$ cat src/rtl/alu_req_arbiter_pkg.sv
// alu_req_arbiter_pkg
//   Shared constants and types for the ALU request arbiter slice.
//   RESULT_BUS_WIDTH : width of the ALU result beat / response data bus
//   CMD_WIDTH_DEF    : default packed ALU command width
//   ARB_TIMEOUT_W    : width of the inter-beat idle timer
//   arb_state_t      : arbiter FSM state encoding
package alu_req_arbiter_pkg;

    localparam int unsigned RESULT_BUS_WIDTH = 16;
    localparam int unsigned CMD_WIDTH_DEF    = 32;
    localparam int unsigned ARB_TIMEOUT_W    = 16;

    typedef enum logic [1:0] {
        ARB_IDLE,
        ARB_ISSUE,
        ARB_WAIT
    } arb_state_t;

endpackage

$ cat src/rtl/alu_req_arbiter_picker.sv
// alu_rr_picker
//   Combinational round-robin selector: finds the first asserted request at or
//   after rr_ptr, wrapping at NUM_REQ-1 back to 0.
//   req_valid  in  NUM_REQ          per-requester valid
//   rr_ptr     in  $clog2(NUM_REQ)  highest-priority index this round
//   any        out 1                at least one request valid
//   grant_idx  out $clog2(NUM_REQ)  selected index (0 when any=0)
module alu_rr_picker
    import alu_req_arbiter_pkg::*;
#(
    parameter int unsigned NUM_REQ = 4
) (
    input  logic [NUM_REQ-1:0]         req_valid,
    input  logic [$clog2(NUM_REQ)-1:0] rr_ptr,
    output logic                       any,
    output logic [$clog2(NUM_REQ)-1:0] grant_idx
);

    localparam int unsigned IDX_W = $clog2(NUM_REQ);

    always_comb begin
        int unsigned idx;
        any       = 1'b0;
        grant_idx = '0;
        idx       = 0;
        for (int unsigned i = 0; i < NUM_REQ; i++) begin
            // Explicit wrap keeps non-power-of-2 NUM_REQ in range.
            idx = 32'(rr_ptr) + i;
            if (idx >= NUM_REQ) begin
                idx = idx - NUM_REQ;
            end
            if (!any && req_valid[idx]) begin
                any       = 1'b1;
                grant_idx = IDX_W'(idx);
            end
        end
    end

endmodule

$ cat src/rtl/alu_req_arbiter.sv
// alu_req_arbiter
//   Shares one multi-cycle ALU among NUM_REQ requesters, one transaction in
//   flight. Round-robin grant, command issue, then ownership is held until the
//   ALU result stream ends (last, abort or idle timeout); each result beat is
//   returned to the owner one cycle later.
//   clk, rst (async active-low)
//   req_valid/req_cmd/req_ready      requester command side (req_ready one-hot)
//   alu_cmd_valid/alu_cmd/alu_cmd_ready  ALU command port
//   result_valid/result/result_last/result_rst  ALU result bus
//   rsp_valid/rsp_data/rsp_last/rsp_abort  registered one-hot response to owner
//   busy, owner_id, stray_beat (sticky beat-outside-WAIT flag)
module alu_req_arbiter
    import alu_req_arbiter_pkg::*;
#(
    parameter int unsigned NUM_REQ        = 4,
    parameter int unsigned CMD_WIDTH      = CMD_WIDTH_DEF,
    parameter int unsigned TIMEOUT_CYCLES = 256
) (
    input  logic                           clk,
    input  logic                           rst,
    input  logic [NUM_REQ-1:0]             req_valid,
    input  logic [NUM_REQ*CMD_WIDTH-1:0]   req_cmd,
    output logic [NUM_REQ-1:0]             req_ready,
    output logic                           alu_cmd_valid,
    output logic [CMD_WIDTH-1:0]           alu_cmd,
    input  logic                           alu_cmd_ready,
    input  logic                           result_valid,
    input  logic [RESULT_BUS_WIDTH-1:0]    result,
    input  logic                           result_last,
    input  logic                           result_rst,
    output logic [NUM_REQ-1:0]             rsp_valid,
    output logic [RESULT_BUS_WIDTH-1:0]    rsp_data,
    output logic                           rsp_last,
    output logic                           rsp_abort,
    output logic                           busy,
    output logic [$clog2(NUM_REQ)-1:0]     owner_id,
    output logic                           stray_beat
);

    localparam int unsigned IDX_W = $clog2(NUM_REQ);

    arb_state_t                  state, state_d;
    logic [IDX_W-1:0]            rr_ptr, rr_ptr_d;
    logic [IDX_W-1:0]            owner_d;
    logic [CMD_WIDTH-1:0]        cmd_q, cmd_d;
    logic [ARB_TIMEOUT_W-1:0]    timer, timer_d;
    logic [NUM_REQ-1:0]          rsp_valid_d;
    logic [RESULT_BUS_WIDTH-1:0] rsp_data_d;
    logic                        rsp_last_d;
    logic                        rsp_abort_d;
    logic                        stray_d;

    logic                        pick_any;
    logic [IDX_W-1:0]            pick_idx;
    logic [CMD_WIDTH-1:0]        cmd_sel;
    logic [NUM_REQ-1:0]          owner_onehot;
    logic [IDX_W-1:0]            rr_next;
    logic                        timeout;

    alu_rr_picker #(
        .NUM_REQ (NUM_REQ)
    ) u_picker (
        .req_valid (req_valid),
        .rr_ptr    (rr_ptr),
        .any       (pick_any),
        .grant_idx (pick_idx)
    );

    assign alu_cmd = cmd_q;
    assign busy    = (state != ARB_IDLE);
    assign rr_next = (owner_id == IDX_W'(NUM_REQ - 1)) ? '0 : owner_id + IDX_W'(1);
    assign timeout = !result_valid && (timer == ARB_TIMEOUT_W'(TIMEOUT_CYCLES - 1));

    always_comb begin
        cmd_sel      = '0;
        owner_onehot = '0;
        for (int unsigned i = 0; i < NUM_REQ; i++) begin
            if (pick_idx == IDX_W'(i)) begin
                cmd_sel = req_cmd[i*CMD_WIDTH +: CMD_WIDTH];
            end
            owner_onehot[i] = (owner_id == IDX_W'(i));
        end
    end

    always_comb begin
        state_d       = state;
        rr_ptr_d      = rr_ptr;
        owner_d       = owner_id;
        cmd_d         = cmd_q;
        timer_d       = timer;
        rsp_valid_d   = '0;
        rsp_data_d    = rsp_data;
        rsp_last_d    = 1'b0;
        rsp_abort_d   = 1'b0;
        stray_d       = stray_beat | (result_valid && (state != ARB_WAIT));
        req_ready     = '0;
        alu_cmd_valid = 1'b0;

        case (state)
            ARB_IDLE: begin
                timer_d = '0;
                if (pick_any) begin
                    owner_d = pick_idx;
                    cmd_d   = cmd_sel;
                    state_d = ARB_ISSUE;
                end
            end
            ARB_ISSUE: begin
                alu_cmd_valid = 1'b1;
                // An abort before acceptance leaves the request pending and
                // the pointer untouched, so the same requester is retried.
                if (result_rst) begin
                    state_d = ARB_IDLE;
                end else if (alu_cmd_ready) begin
                    req_ready = owner_onehot;
                    timer_d   = '0;
                    state_d   = ARB_WAIT;
                end
            end
            ARB_WAIT: begin
                // Abort takes priority over result_last in the same cycle.
                if (result_rst || timeout) begin
                    rsp_valid_d = owner_onehot;
                    rsp_last_d  = 1'b1;
                    rsp_abort_d = 1'b1;
                    rsp_data_d  = result_valid ? result : '0;
                    timer_d     = '0;
                    rr_ptr_d    = rr_next;
                    state_d     = ARB_IDLE;
                end else if (result_valid) begin
                    rsp_valid_d = owner_onehot;
                    rsp_data_d  = result;
                    rsp_last_d  = result_last;
                    timer_d     = '0;
                    if (result_last) begin
                        rr_ptr_d = rr_next;
                        state_d  = ARB_IDLE;
                    end
                end else begin
                    timer_d = timer + ARB_TIMEOUT_W'(1);
                end
            end
            default: begin
                state_d = ARB_IDLE;
            end
        endcase
    end

    always_ff @(posedge clk or negedge rst) begin
        if (!rst) begin
            state      <= ARB_IDLE;
            rr_ptr     <= '0;
            owner_id   <= '0;
            cmd_q      <= '0;
            timer      <= '0;
            rsp_valid  <= '0;
            rsp_data   <= '0;
            rsp_last   <= 1'b0;
            rsp_abort  <= 1'b0;
            stray_beat <= 1'b0;
        end else begin
            state      <= state_d;
            rr_ptr     <= rr_ptr_d;
            owner_id   <= owner_d;
            cmd_q      <= cmd_d;
            timer      <= timer_d;
            rsp_valid  <= rsp_valid_d;
            rsp_data   <= rsp_data_d;
            rsp_last   <= rsp_last_d;
            rsp_abort  <= rsp_abort_d;
            stray_beat <= stray_d;
        end
    end

endmodule
$ cat config.mk
export PLATFORM = sky130hd
export DESIGN_NAME = alu_req_arbiter
export DESIGN_NICKNAME = d
export VERILOG_FILES = /design/src/rtl/alu_req_arbiter_pkg.sv /design/src/rtl/alu_req_arbiter_picker.sv /design/src/rtl/alu_req_arbiter.sv
export SDC_FILE = /design/constraint.sdc
export NUM_CORES = 1
export LEC_CHECK = 0
export CAP_MARGIN = 20
export CORE_MARGIN = 4
export CORE_UTILIZATION = 30
export CTS_CLUSTER_DIAMETER = 40
export DETAILED_ROUTE_END_ITERATION = 8
export PLACE_DENSITY = 0.66
export SYNTH_ARGS = -nofsm -noshare
export SYNTH_HDL_FRONTEND = slang
export SYNTH_SLANG_ARGS = --single-unit
$ cat constraint.sdc
create_clock -name clk -period 1.75 [get_ports clk]
set_input_delay 0.35 -clock clk [delete_from_list [all_inputs] [get_ports clk]]
set_output_delay 0.35 -clock clk [all_outputs]
set_load 0.005 [all_outputs]
# == Word level (Yosys, flattened, before mapping) ==
# Index checks and enable logic that the tools add are counted.
# totals
regBits,77
word_cells,121
# classes
add_sub_neg,9
n_lt_le_gt_ge,8
n_bitwise,1
mux,55
reduce_logical,22
eq_ne,16
# ops
operator,count
two-way mux 32 bit,8
"less-than comparator 32 x 3 -> 1 bit, second input constant",4
two-way mux 16 bit,7
"greater-or-equal comparator 32 x 3 -> 1 bit, second input constant",3
"subtractor 32 x 3 -> 32 bit, second input constant",3
one-hot mux 16 bit (3 select lines),1
two-way mux 2 bit,14
two-way mux 4 bit,6
"adder 16 x 1 -> 16 bit, second input constant",1
"equality test 16 x 8 -> 1 bit, second input constant",1
two-way mux 1 bit,14
"equality test 2 bit, second input constant",5
"!= test 3 bit, second input constant",3
binary-select mux 1 bit (select 2 bit),4
"!= test 2 bit, second input constant",4
"adder 2 x 2 -> 3 bit, second input constant",2
"equality test 2 x 1 -> 1 bit, second input constant",3
logical NOT 2 bit,3
one-hot mux 2 bit (3 select lines),1
AND reduction 3 bit,2
nonzero test 2 bit,3
logical AND 1 bit,5
logical NOT 1 bit,4
AND reduction 2 bit,2
other kinds (8),8

# == Logic depth before layout (Yosys ltp) ==
# depth
depth_word,19
mapped_depth,7
ltp_nobuf,6

# == By module ==
# Synthesis repeated with hierarchy kept, for this count alone.
# hier_totals
hier_cells,306
area_unflattened_um2,4045.1
# by_module_without_submodules
module,area_each_um2,n_inst,seq_area_each_um2,cells_per_inst
alu_req_arbiter,3967.6,1,1926.8,291
alu_rr_picker,77.6,1,0.0,15

# == Least setup slack after synthesis ==
# Ideal clock, no wire load.
# synth_path
path_kind,register to register
startpoint,register timer[9]
endpoint,register rsp_data[15]
setup_time_ns,0.121
path_buffers,1
setup_slack_ns,-0.084
arrival_time_ns,1.713
required_ns,1.629
stages_incl_launch_ff,7
path_cell_list,dfrtp_1 -> or4_4 -> nor3_4 -> a311o_1 -> nand2_2 -> buf_6 -> a22o_1
# synth_between
elab_chain_cells,5
word_cells_on_any_way,6
classes_between,eq/ne (1); mux (1); reduce/logical (4)
# synth_lines
item,line_no,text
start: declaration,alu_req_arbiter.sv:46,"logic [ARB_TIMEOUT_W-1:0] timer, timer_d;"
start signal: assignment,alu_req_arbiter.sv:166,timer <= timer_d;
equality test 16 x 8 -> 1 bit *,alu_req_arbiter.sv:72,assign timeout = !result_valid && (timer == ARB_TIMEOUT_W'(TIMEOUT_CYCLES - 1));
logical AND 1 bit *,alu_req_arbiter.sv:72,
logical OR 1 bit *,alu_req_arbiter.sv:122,if (result_rst || timeout) begin
nonzero test 2 bit (no line),n/a,
AND reduction 2 bit (no line),n/a,
end signal: assignment,alu_req_arbiter.sv:168,rsp_data <= rsp_data_d;
end: declaration,alu_req_arbiter.sv:32,"output logic [RESULT_BUS_WIDTH-1:0] rsp_data,"
# Every way passes the cells marked *; elsewhere a longest branch is shown, timed or not.
# A chain may end at the register's enable or synchronous reset.

# == Worst setup path after layout ==
# layout_path
startpoint,register timer[9]
endpoint,register timer[1]
# layout_between
elab_chain_cells,5
# layout_lines
item,line_no,text
equality test 16 x 8 -> 1 bit,alu_req_arbiter.sv:72,
logical AND 1 bit,alu_req_arbiter.sv:72,
logical OR 1 bit,alu_req_arbiter.sv:122,
two-way mux 16 bit,alu_req_arbiter.sv:122,
one-hot mux 16 bit (3 select lines),alu_req_arbiter.sv:99,case (state)
# Every way passes these cells.

==> run metrics <==
Die Span X=125 um; first-pass GRT wire length=22,600 um; WHS Endpoint=state[0]; clk_skew=9.94 ps; Startpoint Class=flop; violated checks=setup timing; drt via density=5.07; Max-cap violations=0; Max clock buf depth=2; # DRC=0; Yosys top cell area share=0.471; area growth from synthesis to final layout=90.4%; fin nets=814; Worst-Margin Slew=818 ps; Power Density=1310 nW/um2; Synth area leaders=dfrtp_1 47%, mux2i_1 16%, o221ai_1 6.8%; Top delay family on crit path=simple AND/OR/NAND/NOR gates; Worst EP arrival=2190 ps; row count=42; synthesized flop and latch total=77; core area=13,300 um2; count leader, synth=dfrtp_1; worst vdd rail ir drop=0.000586 V; CP startpoint=timer[9]; diodes inserted=0; CTS tree=built; reg2reg start=timer[9]; Initial Utilization=0.308; wire length per cell=17.7 um; Comb pwr share=0.560; Worst Path Max Fanout=5; Fillers=1,092; Seq pwr share=0.267; synth warn=0; area of the multi-input gates=2450 um2; critical path data required time=1980 ps; Pre-Repair DR Iteration Count=4; asr flop ratio synth=1.00; worst setup margin=-212 ps; relative slew slack=0.455; r2r setup slk=-210 ps; GRT Overall Usage=0.179; Final min period=1960 ps; vias in the first global route=4,507; Hold Crit Class=input pin to flop; Syn Nets=543; P_leak=3.28 nW; Clock Pin Slew Worst Setup and Hold Paths=60 ps; Worst Setup Path Type=flop to flop; Final ANT Viol Nets=0; Critical path buffers and inverters=3; Synth Area per Inst=10.7 um2; sequential fraction of the synthesis area=0.471; Post-Synthesis Cells=384; Mapped Area=4090 um2; Hold Crit Depth=2; post-detail-place hpwl=10,000 um; TritonCTS buffer count=9; crit path cell chain=or4_4 -> nor3_4 -> buf_4 -> a31oi_4 -> buf_6 -> buf_6 -> a22o_1; CTS Root Cell=clkbuf_16; total power=10.2 mW; slowest stage cell, crit path=or4_4; final hold viol count=0; placed inst area=6770 um2; cell count of the worst reg-to-reg path=7; Crit Reg-Reg Endpoint=timer[1]; CP Capture Type=flop; share of cells above drive strength 1=0.249; Die ar.=15,600 um2; Critical Path Max Stage Delay=550 ps; Worst path depth=7; RSZ-0062 raised after global routing=true; Yosys cell types=44; initial drt markers=276; endpoints failing setup=43; Top FF cell, synth=dfrtp_1; Post-Route WL=14,800 um; initial antenna violation count=0; CP most frequent cell=buf_6; Int Power=6.64 mW; period utilization=1.12; switching power=3.54 mW; DR vias=4,232; leading area contributor after synthesis=dfrtp_1; Skew-Pair Late Insertion Delay=350 ps; IO Pins=217; Design Area, Final=7790 um2; H-tree levels=3; status=finished, violations left; pin count of the biggest net entering global routing=51; Worst Hold Launch=alu_cmd_ready; clock sink total=77; Congestion Overflow GR=0; Die Y=125 um; FF/Latch Area=1930 um2; number of synthesized flops with an enable pin=0; port bufs=216; maximum clock frequency=510 MHz; Clk network pwr share=0.174; Slew Viols, Final=0; switching part of the total=0.348; routability cong.=0.800; Post-synth top cells=77 x dfrtp_1, 65 x mux2i_1, 53 x nand2_1, 32 x o221ai_1, 18 x a22o_1
state kept, by name (all words and copies together), names as in the netlist:
register	count
alu_cmd	32
rsp_valid	4
rsp_abort	1
rr_ptr	2
state	2
owner_id	2
timer	16
stray_beat	1
rsp_last	1
rsp_data	16
worst max-delay path by stage:
stage	end	slack, ps
5_1_grt	timer[1]	-270
6_report	timer[1]	-210
3_5_place_dp	req_ready[0]	-590
4_1_cts	rr_ptr[1]	-140
3_3_place_gp	req_ready[2]	-570
2_1_floorplan	rsp_data[15]	-80
area by class of cell:
class | instances | area share
repair buffers | 283 | 0.369
well taps | 176 | 0.0283
inverters | 12 | 0.00578
flip-flops and latches | 77 | 0.247
clock inverters | 6 | 0.00610
multi-input cells | 272 | 0.315
clock buffers | 9 | 0.0289
cells in the final DEF (no fill, tap or decap), types with 3 or more instances in the layout:
master           Yosys  layout
clkdlybuf4s50_1      0     203
dfrtp_1             77      76
mux2i_1             65      55
nand2_1             53      53
buf_4                3      45
o221ai_2             0      30
a22o_1              18      18
buf_6                2      13
nor2_1              14      11
inv_1               12      11
clkbuf_16            0      10
a31oi_1             10       9
a21oi_1             11       8
mux2i_2              0       8
o21ai_0             10       7
buf_12               0       7
dlygate4sd2_1        0       6
and2_1               8       5
nand3_1              5       5
ha_1                 5       5
buf_16               0       4
and2_4               0       3
nor3_1               3       3
a21oi_2              0       3
o21ai_1              0       3
metal layers:
metal / routed length (um) / GRT usage / share of wire / up-vias
met3: 900 / 0.0549 / 0.061 / 30
met2: 7630 / 0.309 / 0.52 / 163
met1: 5870 / 0.203 / 0.40 / 2057
met5: 0 / 0 / 0 / -
met4: 395 / 0.0778 / 0.027 / 0
li1: - / - / - / 1982
through the flow:
step	std cells	setup WS [ps]	util	TNS, ps	hold WS, ps
2_1_floorplan	384	-82.9	-	-1510	54.4
6_report	835	-212	0.586	-5380	410
3_3_place_gp	795	-566	0.509	-24020	306
3_5_place_dp	795	-589	0.509	-26940	314
5_1_grt	835	-272	0.586	-9220	437
4_1_cts	828	-145	0.557	-3750	407
cells by family (layout without fill, tap and decap cells):
group | after synthesis | count (layout) | synth area share
xor+xnor | 2 | 2 | 0.00428
flops | 77 | 77 | 0.471
mux | 68 | 68 | 0.167
simple gates | 102 | 103 | 0.120
buf+inv | 36 | 310 | 0.0431
compound gates | 94 | 94 | 0.180
fa+ha+maj | 5 | 5 | 0.0153
what timing repair did:
item | CTS | global route
gates cloned | 6 | 2
buffers inserted | 13 | 6
setup endpoints to repair | 72 | 78
hold buffers | 1 | 0
pin swaps | 11 | 7
resized for setup | 69 | 59
endpoints found under the hold margin | 27 | 0
power groups by stage:
stage	combinational, mW	clock (mW)	sequential, mW
2_1_floorplan	1.98	0	2.77
3_3_place_gp	4.34	0	2.74
3_5_place_dp	4.43	0	2.74
4_1_cts	5.01	1.80	2.71
5_1_grt	6.12	1.88	2.80
6_report	5.70	1.77	2.71
Power figures use the tool's default switching activity.
